$ cat config.mk
export PLATFORM = sky130hd
export DESIGN_NAME = hazard_scoreboard
export DESIGN_NICKNAME = d
export VERILOG_FILES = /design/src/rtl/cpu_pkg.sv /design/src/rtl/hazard_scoreboard_sb_entry.sv /design/src/rtl/hazard_scoreboard.sv
export SDC_FILE = /design/constraint.sdc
export NUM_CORES = 1
export LEC_CHECK = 0
export CORE_MARGIN = 2
export CORE_UTILIZATION = 30
export DETAILED_ROUTE_END_ITERATION = 8
export PLACE_DENSITY = 0.45
export RECOVER_POWER = 50
export SETUP_SLACK_MARGIN = 0.3
export SYNTH_ARGS = -nofsm -noshare
export SYNTH_HDL_FRONTEND = slang
export SYNTH_SLANG_ARGS = --single-unit
export TNS_END_PERCENT = 100
$ cat constraint.sdc
create_clock -name clk -period 15.1 [get_ports clk]
set_clock_uncertainty 0.2 [all_clocks]
set_input_delay 3.775 -clock clk [delete_from_list [all_inputs] [get_ports clk]]
set_output_delay 3.775 -clock clk [all_outputs]
set_load 0.02 [all_outputs]
$ cat src/rtl/cpu_pkg.sv
// ---------------------------------------------------------------------------
// cpu_pkg
//   Constants shared by decode, execute and the hazard scoreboard.
//   FWD_* : bypass-select encoding (0 = regfile, 1 = WB latch, 2 = MEM latch).
//   *_DEF : default pipeline latencies and widths of the 5-stage core.
//   fwd_limit() : largest remaining count at which a producer can be bypassed.
// ---------------------------------------------------------------------------
package cpu_pkg;

   localparam int FWD_RF          = 0;
   localparam int FWD_WB          = 1;
   localparam int FWD_MEM         = 2;

   localparam int REG_ADDR_W      = 5;
   localparam int NUM_REGS_DEF    = 32;
   localparam int WB_LAT_DEF      = 3;
   localparam int ALU_FWD_MAX_DEF = 2;
   localparam int LD_FWD_MAX_DEF  = 1;
   localparam int CNT_W_DEF       = 2;
   localparam int PERF_W_DEF      = 32;

   // Load data only exists from WB onwards, so loads have a tighter window.
   function automatic int fwd_limit(input logic is_load, input int alu_max, input int ld_max);
      return is_load ? ld_max : alu_max;
   endfunction

endpackage

$ cat src/rtl/hazard_scoreboard_sb_entry.sv
// ---------------------------------------------------------------------------
// sb_entry
//   Countdown-to-writeback state of one architectural register.
//   clk, reset  : clock / asynchronous active-high clear
//   load_i      : an instruction writing this register issues this cycle
//   is_load_i   : that instruction is a load
//   cnt_o       : cycles remaining until the regfile write (0 = idle)
//   ld_o        : the pending producer is a load
// ---------------------------------------------------------------------------
module sb_entry
   import cpu_pkg::*;
#(
   parameter int CNT_W  = CNT_W_DEF,
   parameter int WB_LAT = WB_LAT_DEF
) (
   input  logic             clk,
   input  logic             reset,
   input  logic             load_i,
   input  logic             is_load_i,
   output logic [CNT_W-1:0] cnt_o,
   output logic             ld_o
);

   logic [CNT_W-1:0] cnt_q, cnt_d;
   logic             ld_q, ld_d;

   always_comb begin
      cnt_d = cnt_q;
      ld_d  = ld_q;
      if (cnt_q != '0) begin
         cnt_d = cnt_q - 1'b1;
      end
      // A new writer overrides the running countdown; latency is uniform,
      // so the newest writer is always the last one to reach the regfile.
      if (load_i) begin
         cnt_d = CNT_W'(WB_LAT);
         ld_d  = is_load_i;
      end
   end

   always_ff @(posedge clk or posedge reset) begin
      if (reset) begin
         cnt_q <= '0;
         ld_q  <= 1'b0;
      end else begin
         cnt_q <= cnt_d;
         ld_q  <= ld_d;
      end
   end

   assign cnt_o = cnt_q;
   assign ld_o  = ld_q;

endmodule

$ cat src/rtl/hazard_scoreboard.sv
// ---------------------------------------------------------------------------
// hazard_scoreboard
//   RAW hazard detection and ID-stage bypass selection for the in-order core.
//   Inputs : clk, reset (async, active-high), ID instruction fields
//            (id_valid_i, rs1/rs2 address+used, rd_addr_i, rf_w_en_i,
//            is_load_i) and flush_i.
//   Outputs: stall_o / issue_o (combinational, same cycle),
//            fwd1_sel_o / fwd2_sel_o (0 = regfile, k = stage with count k),
//            busy_o (per-register pending bit), stall_cycles_o (saturating).
// ---------------------------------------------------------------------------
module hazard_scoreboard #(
   parameter int NUM_REGS    = cpu_pkg::NUM_REGS_DEF,
   parameter int REG_ADDR_W  = cpu_pkg::REG_ADDR_W,
   parameter int WB_LAT      = cpu_pkg::WB_LAT_DEF,
   parameter int ALU_FWD_MAX = cpu_pkg::ALU_FWD_MAX_DEF,
   parameter int LD_FWD_MAX  = cpu_pkg::LD_FWD_MAX_DEF,
   parameter int CNT_W       = cpu_pkg::CNT_W_DEF,
   parameter int PERF_W      = cpu_pkg::PERF_W_DEF
) (
   input  logic                  clk,
   input  logic                  reset,
   input  logic                  id_valid_i,
   input  logic [REG_ADDR_W-1:0] rs1_addr_i,
   input  logic                  rs1_used_i,
   input  logic [REG_ADDR_W-1:0] rs2_addr_i,
   input  logic                  rs2_used_i,
   input  logic [REG_ADDR_W-1:0] rd_addr_i,
   input  logic                  rf_w_en_i,
   input  logic                  is_load_i,
   input  logic                  flush_i,
   output logic                  stall_o,
   output logic                  issue_o,
   output logic [CNT_W-1:0]      fwd1_sel_o,
   output logic [CNT_W-1:0]      fwd2_sel_o,
   output logic [NUM_REGS-1:0]   busy_o,
   output logic [PERF_W-1:0]     stall_cycles_o
);

   import cpu_pkg::*;

   logic [CNT_W-1:0]  cnt_arr [NUM_REGS];
   logic              ld_arr  [NUM_REGS];
   logic              wr_en;
   logic              hazard_any;
   logic [PERF_W-1:0] stall_cycles_q, stall_cycles_d;

   // x0 is hard-wired to zero and never has a pending producer.
   assign cnt_arr[0] = '0;
   assign ld_arr[0]  = 1'b0;

   assign wr_en = issue_o && rf_w_en_i && (rd_addr_i != '0);

   for (genvar gi = 1; gi < NUM_REGS; gi++) begin : g_entry
      sb_entry #(
         .CNT_W  (CNT_W),
         .WB_LAT (WB_LAT)
      ) u_entry (
         .clk       (clk),
         .reset     (reset),
         .load_i    (wr_en && (rd_addr_i == REG_ADDR_W'(gi))),
         .is_load_i (is_load_i),
         .cnt_o     (cnt_arr[gi]),
         .ld_o      (ld_arr[gi])
      );
   end

   for (genvar gi = 0; gi < NUM_REGS; gi++) begin : g_busy
      assign busy_o[gi] = (cnt_arr[gi] != '0);
   end

   // Source checks look only at the registered state, so an instruction
   // issuing this cycle can never satisfy its own operands.
   for (genvar gi = 0; gi < 2; gi++) begin : g_src
      logic [REG_ADDR_W-1:0] addr;
      logic                  used;
      logic [CNT_W-1:0]      cnt;
      logic                  ld;
      logic [CNT_W-1:0]      sel;
      logic                  haz;

      assign addr = (gi == 0) ? rs1_addr_i : rs2_addr_i;
      assign used = (gi == 0) ? rs1_used_i : rs2_used_i;
      assign cnt  = cnt_arr[addr];
      assign ld   = ld_arr[addr];

      always_comb begin
         sel = CNT_W'(FWD_RF);
         haz = 1'b0;
         if (id_valid_i && used && (addr != '0) && (cnt != '0)) begin
            if (int'(cnt) <= fwd_limit(ld, ALU_FWD_MAX, LD_FWD_MAX)) begin
               sel = cnt;
            end else begin
               haz = 1'b1;
            end
         end
      end
   end

   assign fwd1_sel_o = g_src[0].sel;
   assign fwd2_sel_o = g_src[1].sel;

   // Flush squashes the ID instruction, so it neither stalls nor issues.
   assign hazard_any = g_src[0].haz || g_src[1].haz;
   assign stall_o    = hazard_any && !flush_i;
   assign issue_o    = id_valid_i && !stall_o && !flush_i;

   always_comb begin
      stall_cycles_d = stall_cycles_q;
      if (stall_o && (stall_cycles_q != '1)) begin
         stall_cycles_d = stall_cycles_q + PERF_W'(1);
      end
   end

   always_ff @(posedge clk or posedge reset) begin
      if (reset) begin
         stall_cycles_q <= '0;
      end else begin
         stall_cycles_q <= stall_cycles_d;
      end
   end

   assign stall_cycles_o = stall_cycles_q;

endmodule

# After elaboration in Yosys (flattened, before gate mapping)
# Index checks and enable logic that the tools add are counted.
[op_classes]
addsub = 32
n_lt_le_gt_ge = 4
n_eq_ne = 32
n_mux = 84
bitwise_logic = 2
n_reduce_logical = 113
[ops]
columns = ["operator", "n"]
rows = [
  ["$mux W2", 72],
  ["$reduce_bool A2 Y1", 64],
  ["$eq A5 B5 Y1 const B", 16],
  ["$sub A2 B1 Y2 const B", 31],
  ["$logic_and A1 B1 Y1", 43],
  ["$eq A5 B4 Y1 const B", 8],
  ["$add A32 B1 Y32 const B", 1],
  ["$ne A32 B32 Y1 const B", 1],
  ["$bmux W2 S5", 2],
  ["$eq A5 B3 Y1 const B", 4],
  ["$reduce_bool A5 Y1", 3],
  ["$ge A6 B6 Y1 const B", 2],
  ["$not A5 Y6", 2],
  ["$bmux W1 S5", 2],
  ["$eq A5 B2 Y1 const B", 2],
  ["$mux W1", 8],
  ["$eq A5 B1 Y1 const B", 1],
  ["$le A2 B2 Y1", 2],
  ["$logic_not A1 Y1", 2],
  ["$logic_or A1 B1 Y1", 1],
]
[totals]
regBits = 125
input_bits = 23
out_inout_bits = 70

# Depth between registers and ports, before layout
# Gate-level depths: netlist of run 1.
[depth]
ltp_word = 17
ltp_mapped = 18

# Cells and area by module
# From an unflattened synthesis of run 1, not the netlist that was laid out.
[unflattened]
hier_cells = 823
area_unflattened_um2 = 8612.0
[by_module_without_submodules]
columns = ["mod", "instances", "cells_each", "area_each_um2", "seq_area_each_um2"]
rows = [
  ["sb_entry", 31, 13, 148.9, 75.1],
  ["hazard_scoreboard", 1, 420, 3996.3, 800.8],
]

# Least setup slack after synthesis of run 1
# Ideal clock, no wire load.
[synth_timing]
path_kind = "in2out"
start = "input rs1_addr_i[0]"
end = "output stall_o"
arrival_ps = 7403
required_ps = 11125
slack_ps = 3722
stages = 15
cell_sequence = "buf_2 buf_2 buf_2 mux4_2 mux4_2 mux2_2 ha_1 nor2b_1 o21ai_0 a211oi_1 a31o_2 buf_2 buf_2 buf_2 nor2b_1"
[synth_via]
elab_chain_len = 10
[synth_rtl]
columns = ["element", "line", "text"]
rows = [
  ["from (decl)", "hazard_scoreboard.sv:23", "input logic [REG_ADDR_W-1:0] rs1_addr_i,"],
  ["$not A5 Y6 (implied by the code)", "hazard_scoreboard.sv:83, hazard_scoreboard.sv:84", ""],
  ["$bmux W1 S5", "hazard_scoreboard.sv:84", "assign ld = ld_arr[addr];"],
  ["$mux W1 (implied by the code) (2 in series)", "hazard_scoreboard.sv:84", ""],
  ["$mux W2", "cpu_pkg.sv:24", "return is_load ? ld_max : alu_max;"],
  ["$le A2 B2 Y1", "hazard_scoreboard.sv:90", "if (int'(cnt) <= fwd_limit(ld, ALU_FWD_MAX, LD_FWD_MAX)) begin"],
  ["$mux W1", "hazard_scoreboard.sv:90", ""],
  ["$mux W1 *", "hazard_scoreboard.sv:89", "if (id_valid_i && used && (addr != '0) && (cnt != '0)) begin"],
  ["$logic_or A1 B1 Y1 *", "hazard_scoreboard.sv:103", "assign hazard_any = g_src[0].haz || g_src[1].haz;"],
  ["$logic_and A1 B1 Y1 *", "hazard_scoreboard.sv:104", "assign stall_o = hazard_any && !flush_i;"],
  ["to (decl)", "hazard_scoreboard.sv:31", "output logic stall_o,"],
]
# Mark *: on every way between the ends. The rest lies on a longest branch, timed or not. The select of a mux whose other input is x is not followed.

# Final worst setup path of run 1
[layout_timing]
start = "input rs1_addr_i[2]"
end = "output stall_o"
# The elaborated chain is that of the path after synthesis.

==> out/qor.log, run 1 <==
[routing] 1st-iter DRT viols 341
[timing] Tcrit/Tclk final 77.8%
[layout] Antenna diodes 0
[timing] post-route worst hold slack 286 ps
[power_and_ir_drop] ratio of total power to cell area 174 mW/mm²
[logic_synthesis] Cell variety after synth 52
[clock_network] CTS Buf Count 17
[layout] synthesis-to-layout area growth 22.4%
[layout] non-filler instance count after layout 1188
[timing] upper clock frequency limit 0.0851 GHz
[routing] routed wirelength normalized by instance count 19.0 µm
[placement] count of input and output buffers 91
[setup_path] FF-to-FF setup slack 10710 ps
[clock_network] root cell of the clock tree clkbuf_16
[logic_synthesis] fraction of synthesis flops using an asynchronous set or reset pin 100%
[setup_path] nature of the critical path endpoint primary output
[floorplanning] count of pins on the block boundary 93
[placement] placed insts 1157
[logic_synthesis] cell area after synthesis 0.00802 mm²
[job] # Max-Cap Violations 2
[layout] Final Net Count 900
[logic_synthesis] total nets after synthesis 816
[routing] number of remaining DRC errors 5
[clock_network] buffer count from post-CTS setup fixing 0
[power_and_ir_drop] switching component of the power 0.000645 W
[logic_synthesis] Top FF cell, synth dfrtp_1
[timing] minimum clock period 11750 ps
[routing] antenna-violating nets left 0
[setup_path] data required time at the worst endpoint 11120 ps
[clock_network] htree depth 4
[floorplanning] cell row count 59
[floorplanning] area of the core 0.0261 mm²
[timing] Fin Setup TNS 0 ps
[placement] HPWL after DPL 16.9 mm
[routing] vias post-DR 5985
[clock_network] clock tree from TritonCTS yes
[timing] worst relative slew slack -134%
[status] status finished, violations left
[status] failing checks DRC, capacitance limit, slew limit
[timing] Slew Limit Fails 128
[logic_synthesis] Post-synth EDFFs 0
[layout] share of final-layout standard cells stronger than drive strength 1 19.1%
[clock_network] Clock Tree Buf Depth 2
[routing] Post-Route WL 22.6 mm
[layout] number of fill cells in the layout 2642
[clock_network] Post-CTS Hold Fix Bufs 0
[setup_path] peak fanout along the critical path 22
[global_routing] total global routing track utilization 16.8%
[timing] actual slew at the worst max-slew pin 3510 ps
[logic_synthesis] Syn Inst Count 757
[placement] placer congestion estimate 0.789
[power_and_ir_drop] post-route total power 0.00171 W
[setup_path] Crit Path Class in -> out
[routing] count of TritonRoute iterations in the first routing pass 7
[floorplanning] Die Span Y 168 µm
[power_and_ir_drop] clock power share 22.9%
[timing] # setup viols final 0
[floorplanning] die width 168 µm
[floorplanning] Die Footprint 0.0281 mm²
[clock_network] count of instances resized after the clock tree is built 0
[power_and_ir_drop] portion of total power attributed to sequential cells 33.2%
[setup_path] crit start category input pin
[timing] Hold Fails Final Rpt 0
[setup_path] arrival time at the worst endpoint 7780 ps
[min_path] min-delay worst type reg -> reg
[power_and_ir_drop] switching power as a share of total power 37.7%
[global_routing] initial antenna violation count 0
[global_routing] maximum number of pins on one net before global-route repair 65
[power_and_ir_drop] maximum VDD drop 0.0693 mV
[global_routing] via count of the first global-routing pass 6081
[power_and_ir_drop] Leak 4.59 nW
[power_and_ir_drop] Internal Dissipation 0.00107 W
[floorplanning] Initial Utilization 30.7%
[clock_network] Clock Sinks 125
[logic_synthesis] mean post-synth cell area 10.6 µm²
[global_routing] gr ovfl total 0
[logic_synthesis] proportion of synthesized chip area in sequential cells 39.0%
[power_and_ir_drop] Comb power frac 43.9%
[layout] final core utilization 37.6%
[logic_synthesis] synth warn 0
[timing] setup repair after global routing missed its margin no
[global_routing] first-pass GRT wire length 35.9 mm
[routing] via density per instance 5.04
[clock_network] clock transition at the registers of the reported paths 50 ps
[clock_network] insertion delay of the later-clocked pin in the worst-skew pair 430 ps
[logic_synthesis] register bit count reported by yosys 125
==> cell families after synthesis <==
group	after synthesis	share of synthesized area, %
and+or+nand+nor	230	15.3
buffers and inverters	137	6.83
AOI/OAI and AO/OA	47	3.92
muxes	119	22.5
DFF	125	39.0
other	1	0.0467
adders and majority gates	36	5.62
xor gates and xnor gates	62	6.77
==> power groups by stage <==
stage          Sequential [W]  Combinational, W  Clock, W
2_1_floorplan        0.000521          0.000560         0
3_3_place_gp         0.000576          0.000748         0
3_5_place_dp         0.000574          0.000761         0
4_1_cts              0.000568          0.000767  0.000402
5_1_grt              0.000582          0.000846  0.000416
6_report             0.000567          0.000751  0.000392
==> cell usage in the layout (no fill, tap or decap), types with 6 or more instances in the layout <==
cell | synthesis | layout
dfrtp_1 | 125 | 125
inv_1 | 102 | 101
nand2_1 | 64 | 64
clkdlybuf4s50_1 | 0 | 56
mux2_2 | 49 | 49
mux4_2 | 41 | 41
ha_1 | 36 | 36
dlygate4sd3_1 | 0 | 35
nand3_1 | 33 | 33
xnor2_1 | 31 | 31
xor2_1 | 31 | 31
nor2_1 | 20 | 20
nor3_1 | 20 | 20
and3_1 | 19 | 19
mux2i_1 | 19 | 19
clkbuf_16 | 0 | 17
o21ai_0 | 15 | 15
nor2b_1 | 12 | 12
or2_2 | 12 | 12
nand4_1 | 11 | 11
or3_1 | 10 | 10
or4_4 | 9 | 9
buf_4 | 1 | 8
mux2_4 | 7 | 7
a31oi_1 | 6 | 6
==> state kept, by name, indices dropped and copies added, names as in the netlist <==
signal                 flops
stall_cycles_o            32
g_entry.u_entry.cnt_o     62
g_entry.u_entry.ld_o      31
==> critical path, cell delays in order <==
cell             delay [ps]
clkdlybuf4s50_1        1170
mux4_2                  410
mux2i_1                 170
nor3b_1                  80
nor4_2                  420
ha_1                    300
nand2_1                  60
o21ai_0                  90
a211oi_1                260
a31o_2                  250
nor2b_1                 160
clkdlybuf4s50_1         610
==> final timing paths <==
check                                               from                           end  cells past startpoint
worst max-delay path                       rs1_addr_i[2]                       stall_o                     12
worst min-delay path                   stall_cycles_o[8]             stall_cycles_o[8]                      1
worst max register to register  g_entry[15].u_entry.ld_o      g_entry[10].u_entry.ld_o                     11
worst min register to register         stall_cycles_o[8]             stall_cycles_o[8]                      1
max in group asynchronous                          reset   g_entry[6].u_entry.cnt_o[1]                      3
min in group asynchronous                          reset  g_entry[29].u_entry.cnt_o[0]                      2
==> metrics by stage <==
| stage | setup slack [ps] | area [µm²] |
|---|---|---|
| after global routing | 3020 | 9810 |
| after global placement | 3400 | 9260 |
| after CTS | 3280 | 9820 |
| after floorplan | 3720 | 8020 |
| final | 3350 | 9810 |
| after detailed placement | 3280 | 9260 |
==> layer usage <==
metal | global-route usage, % | vias up | wire (µm) | part of all wire [%]
li1 | - | 2815 | - | -
met1 | 23.5 | 3003 | 10800 | 48
met2 | 26.1 | 146 | 10300 | 45
met3 | 4.49 | 21 | 1210 | 5.3
met4 | 3.78 | 0 | 305 | 1.3
met5 | 0 | - | 0 | 0
==> Yosys cell counts, drive strengths merged, types with 15 or more instances <==
cell type	n	share of area (%)
xor2	31	3.4
and3	19	1.5
nand3	33	2.1
buf	22	1.5
xnor2	31	3.4
ha	36	5.6
inv	102	4.8
mux2	59	8.6
mux4	41	12
mux2i	19	2.4
nor3	20	1.2
dfrtp	125	39
nand2	64	3.0
nor2	20	0.94
o21ai	15	0.94
==> layout make-up <==
cell class | count | area [µm²] | area share [%]
tap | 335 | 419 | 4.27
clock inverter | 13 | 116 | 1.19
multi-input combinational | 495 | 4350 | 44.4
clock buffer | 18 | 439 | 4.47
timing repair buffer | 100 | 975 | 9.93
sequential | 125 | 3130 | 31.9
inverter | 102 | 384 | 3.91
Note: power is estimated with default switching activity, not from simulation.
==> run 2: changes to the inputs <==
==> constraint.sdc (replaced) <==
create_clock -name clk -period 12.35 [get_ports clk]
set_clock_uncertainty 0.2 [all_clocks]
set_input_delay 3.0875 -clock clk [delete_from_list [all_inputs] [get_ports clk]]
set_output_delay 3.0875 -clock clk [all_outputs]
set_load 0.02 [all_outputs]
==> run 2 against run 1 <==
Compared with the run above:
- the flow still finishes with violations (DRC, capacitance limit, slew limit)
- utilization hardly changed
- die area stayed put
- final area is 0.13% lower
- via count is 0.58% lower
- highest routed layer unchanged
- power is 21% higher
==> out/qor.log, run 2 (synthesis gave the netlist of run 1 again) <==
[timing] worst relative slew slack -114% [+20 points]
[routing] wire length on met1 10.6 mm [-2.0%]
[global_routing] initial antenna violation count 0 [unchanged]
[power_and_ir_drop] switching component of the power 0.000787 W [+22%]
[status] failing checks DRC, capacitance limit, slew limit
[routing] via density per instance 5.00 [-0.75%]
[setup_path] FF-to-FF setup slack 7960 ps [-2750 ps]
[status] status finished, violations left
[clock_network] buffer count from post-CTS setup fixing 0 [unchanged]
[layout] synthesis-to-layout area growth 22.2%
[routing] number of remaining DRC errors 5 [unchanged]
[placement] placer congestion estimate 0.845 [+7.1%]
[timing] setup repair after global routing missed its margin no
[routing] vias post-DR 5950 [-0.58%]
[routing] antenna-violating nets left 0 [unchanged]
[min_path] HP Start stall_cycles_o[18]
[power_and_ir_drop] Comb power frac 44.4% [+0.5 points]
[timing] Fin Setup TNS 0 ps [unchanged]
[timing] Tcrit/Tclk final 86.9%
[setup_path] arrival time at the worst endpoint 7450 ps [-330 ps]
[setup_path] Crit Path Class in -> out
[layout] Antenna diodes 0 [unchanged]
[setup_path] nature of the critical path endpoint primary output
[timing] upper clock frequency limit 0.0932 GHz
[min_path] endpoint of the worst hold-timing path stall_cycles_o[18]
[routing] highest metal layer with signal wires met4
[floorplanning] Initial Utilization 30.7% [unchanged]
[routing] Post-Route WL 22.7 mm [+0.52%]
[power_and_ir_drop] post-route total power 0.00207 W [+21%]
[setup_path] cell depth of the worst flop-to-flop path 11 [unchanged]
[setup_path] crit start category input pin
[timing] Slew Limit Fails 128 [unchanged]
[global_routing] total global routing track utilization 17.0% [+0.17 points]
[setup_path] peak fanout along the critical path 18 [-18%]
[timing] Hold Fails Final Rpt 0 [unchanged]
[global_routing] first-pass GRT wire length 36.3 mm [+1.2%]
[global_routing] via count of the first global-routing pass 6253 [+2.8%]
[power_and_ir_drop] switching power as a share of total power 38.0% [+0.32 points]
[routing] Detail Route met2 WL 10.7 mm [+4.1%]
[power_and_ir_drop] portion of total power attributed to sequential cells 33.3% [about the same]
[clock_network] htree depth 4 [unchanged]
[routing] routed wirelength normalized by instance count 19.1 µm [+0.35%]
[job] # Max-Cap Violations 2 [unchanged]
[layout] total area of multi-input combinational cells 0.00435 mm² [unchanged]
[power_and_ir_drop] clock power share 22.2% [-0.7 points]
[setup_path] data required time at the worst endpoint 9060 ps [-2060 ps]
[timing] minimum clock period 10730 ps
[power_and_ir_drop] Leak 4.59 nW [about the same]
[layout] number of flip-flops under the largest register name 62 [unchanged]
[placement] HPWL after DPL 17.1 mm [+1.1%]
[clock_network] count of instances resized after the clock tree is built 0 [unchanged]
[routing] 1st-iter DRT viols 464 [+36%]
[floorplanning] Die Span Y 168 µm [unchanged]
[setup_path] endpoint of the lowest-slack register-to-register path g_entry[10].u_entry.ld_o
[floorplanning] cell row count 59 [unchanged]
[power_and_ir_drop] Internal Dissipation 0.00128 W [+20%]
[clock_network] root cell of the clock tree clkbuf_16
[setup_path] FF-to-FF Start g_entry[30].u_entry.ld_o
[power_and_ir_drop] ratio of total power to cell area 211 mW/mm² [+21%]
[global_routing] maximum number of pins on one net before global-route repair 68 [+4.6%]
[layout] share of final-layout standard cells stronger than drive strength 1 19.2% [+0.072 points]
[clock_network] clock tree from TritonCTS yes
[floorplanning] Die Footprint 0.0281 mm² [unchanged]
[global_routing] gr ovfl total 0 [unchanged]
[power_and_ir_drop] maximum VDD drop 0.0719 mV [+3.6%]
[clock_network] insertion delay of the later-clocked pin in the worst-skew pair 420 ps [about the same]
[floorplanning] die width 168 µm [unchanged]
[clock_network] Clock Sinks 125 [unchanged]
[clock_network] CTS Buf Count 17 [unchanged]
[layout] most common library cell in the layout ignoring fill and taps dfrtp_1
[placement] count of input and output buffers 91 [unchanged]
[routing] count of TritonRoute iterations in the first routing pass 7 [unchanged]
[floorplanning] area of the core 0.0261 mm² [unchanged]
[min_path] min-delay worst type reg -> reg
[layout] Final Net Count 901 [+0.11%]
[layout] commonest cells after routing, fill and taps aside 125 x dfrtp_1, 101 x inv_1, 64 x nand2_1
[min_path] cell depth of the worst hold path 1 [unchanged]
[clock_network] clock transition at the registers of the reported paths 60 ps [about the same]
[timing] # setup viols final 0 [unchanged]
[timing] actual slew at the worst max-slew pin 3210 ps [-297 ps]
[layout] number of fill cells in the layout 2622 [-0.76%]
[clock_network] Post-CTS Hold Fix Bufs 0 [unchanged]
[layout] area occupied by registers 0.00313 mm² [unchanged]
[routing] Met3 Wirelength 1.24 mm [+3.0%]
[clock_network] Clock Tree Buf Depth 2 [unchanged]
[floorplanning] count of pins on the block boundary 93 [unchanged]
run 2: cell type report:
type	count	area share, %
clock buffer	19	4.52
inverter	102	3.92
tap	335	4.28
clock inverter	13	0.945
multi-input combinational	495	44.4
sequential	125	31.9
timing repair buffer	101	10.0
run 2: routing by layer:
metal  vias to the layer above  global-route usage, %
met5                         -                      0
met2                       167                   27.5
met3                        15                   4.37
li1                       2807                      -
met1                      2961                   23.1
met4                         0                   3.40
run 2: power by group through the flow:
stage	Clock (W)	Combinational, W	Sequential, W
6_report	0.000460	0.000920	0.000689
5_1_grt	0.000492	0.00104	0.000708
4_1_cts	0.000474	0.000940	0.000692
3_5_place_dp	0	0.000935	0.000698
3_3_place_gp	0	0.000922	0.000699
2_1_floorplan	0	0.000684	0.000637
run 2: worst max path at each step:
| stage | end | cells past startpoint | start | slack [ps] |
|---|---|---|---|---|
| 2_1_floorplan | stall_o | 15 | rs1_addr_i[0] | 2350 |
| 3_3_place_gp | stall_o | 11 | rs1_addr_i[0] | 1650 |
| 3_5_place_dp | stall_o | 11 | rs1_addr_i[0] | 1580 |
| 4_1_cts | stall_o | 11 | rs1_addr_i[0] | 1560 |
| 5_1_grt | stall_o | 11 | rs1_addr_i[0] | 1330 |
| 6_report | stall_o | 11 | rs1_addr_i[0] | 1620 |
run 2: worst max-delay path, cell delays in order:
cell             delay, ps
clkdlybuf4s50_1       1170
mux4_2                 610
mux4_2                 470
mux2_2                 300
ha_1                   300
nor2b_1                120
o21ai_0                100
a211oi_1               260
a31o_2                 230
nor2b_1                150
clkdlybuf4s50_1        620
run 2: per-stage QoR:
stage	setup slack, ps	cell area [µm²]	hold slack [ps]	instances	util, %
after floorplan	2350	8020	276	757	-
after global placement	1650	9270	283	1158	35.5
after detailed placement	1580	9270	287	1158	35.5
after CTS	1560	9810	297	1190	37.5
after global routing	1330	9800	318	1190	37.5
final	1620	9800	286	1190	37.5
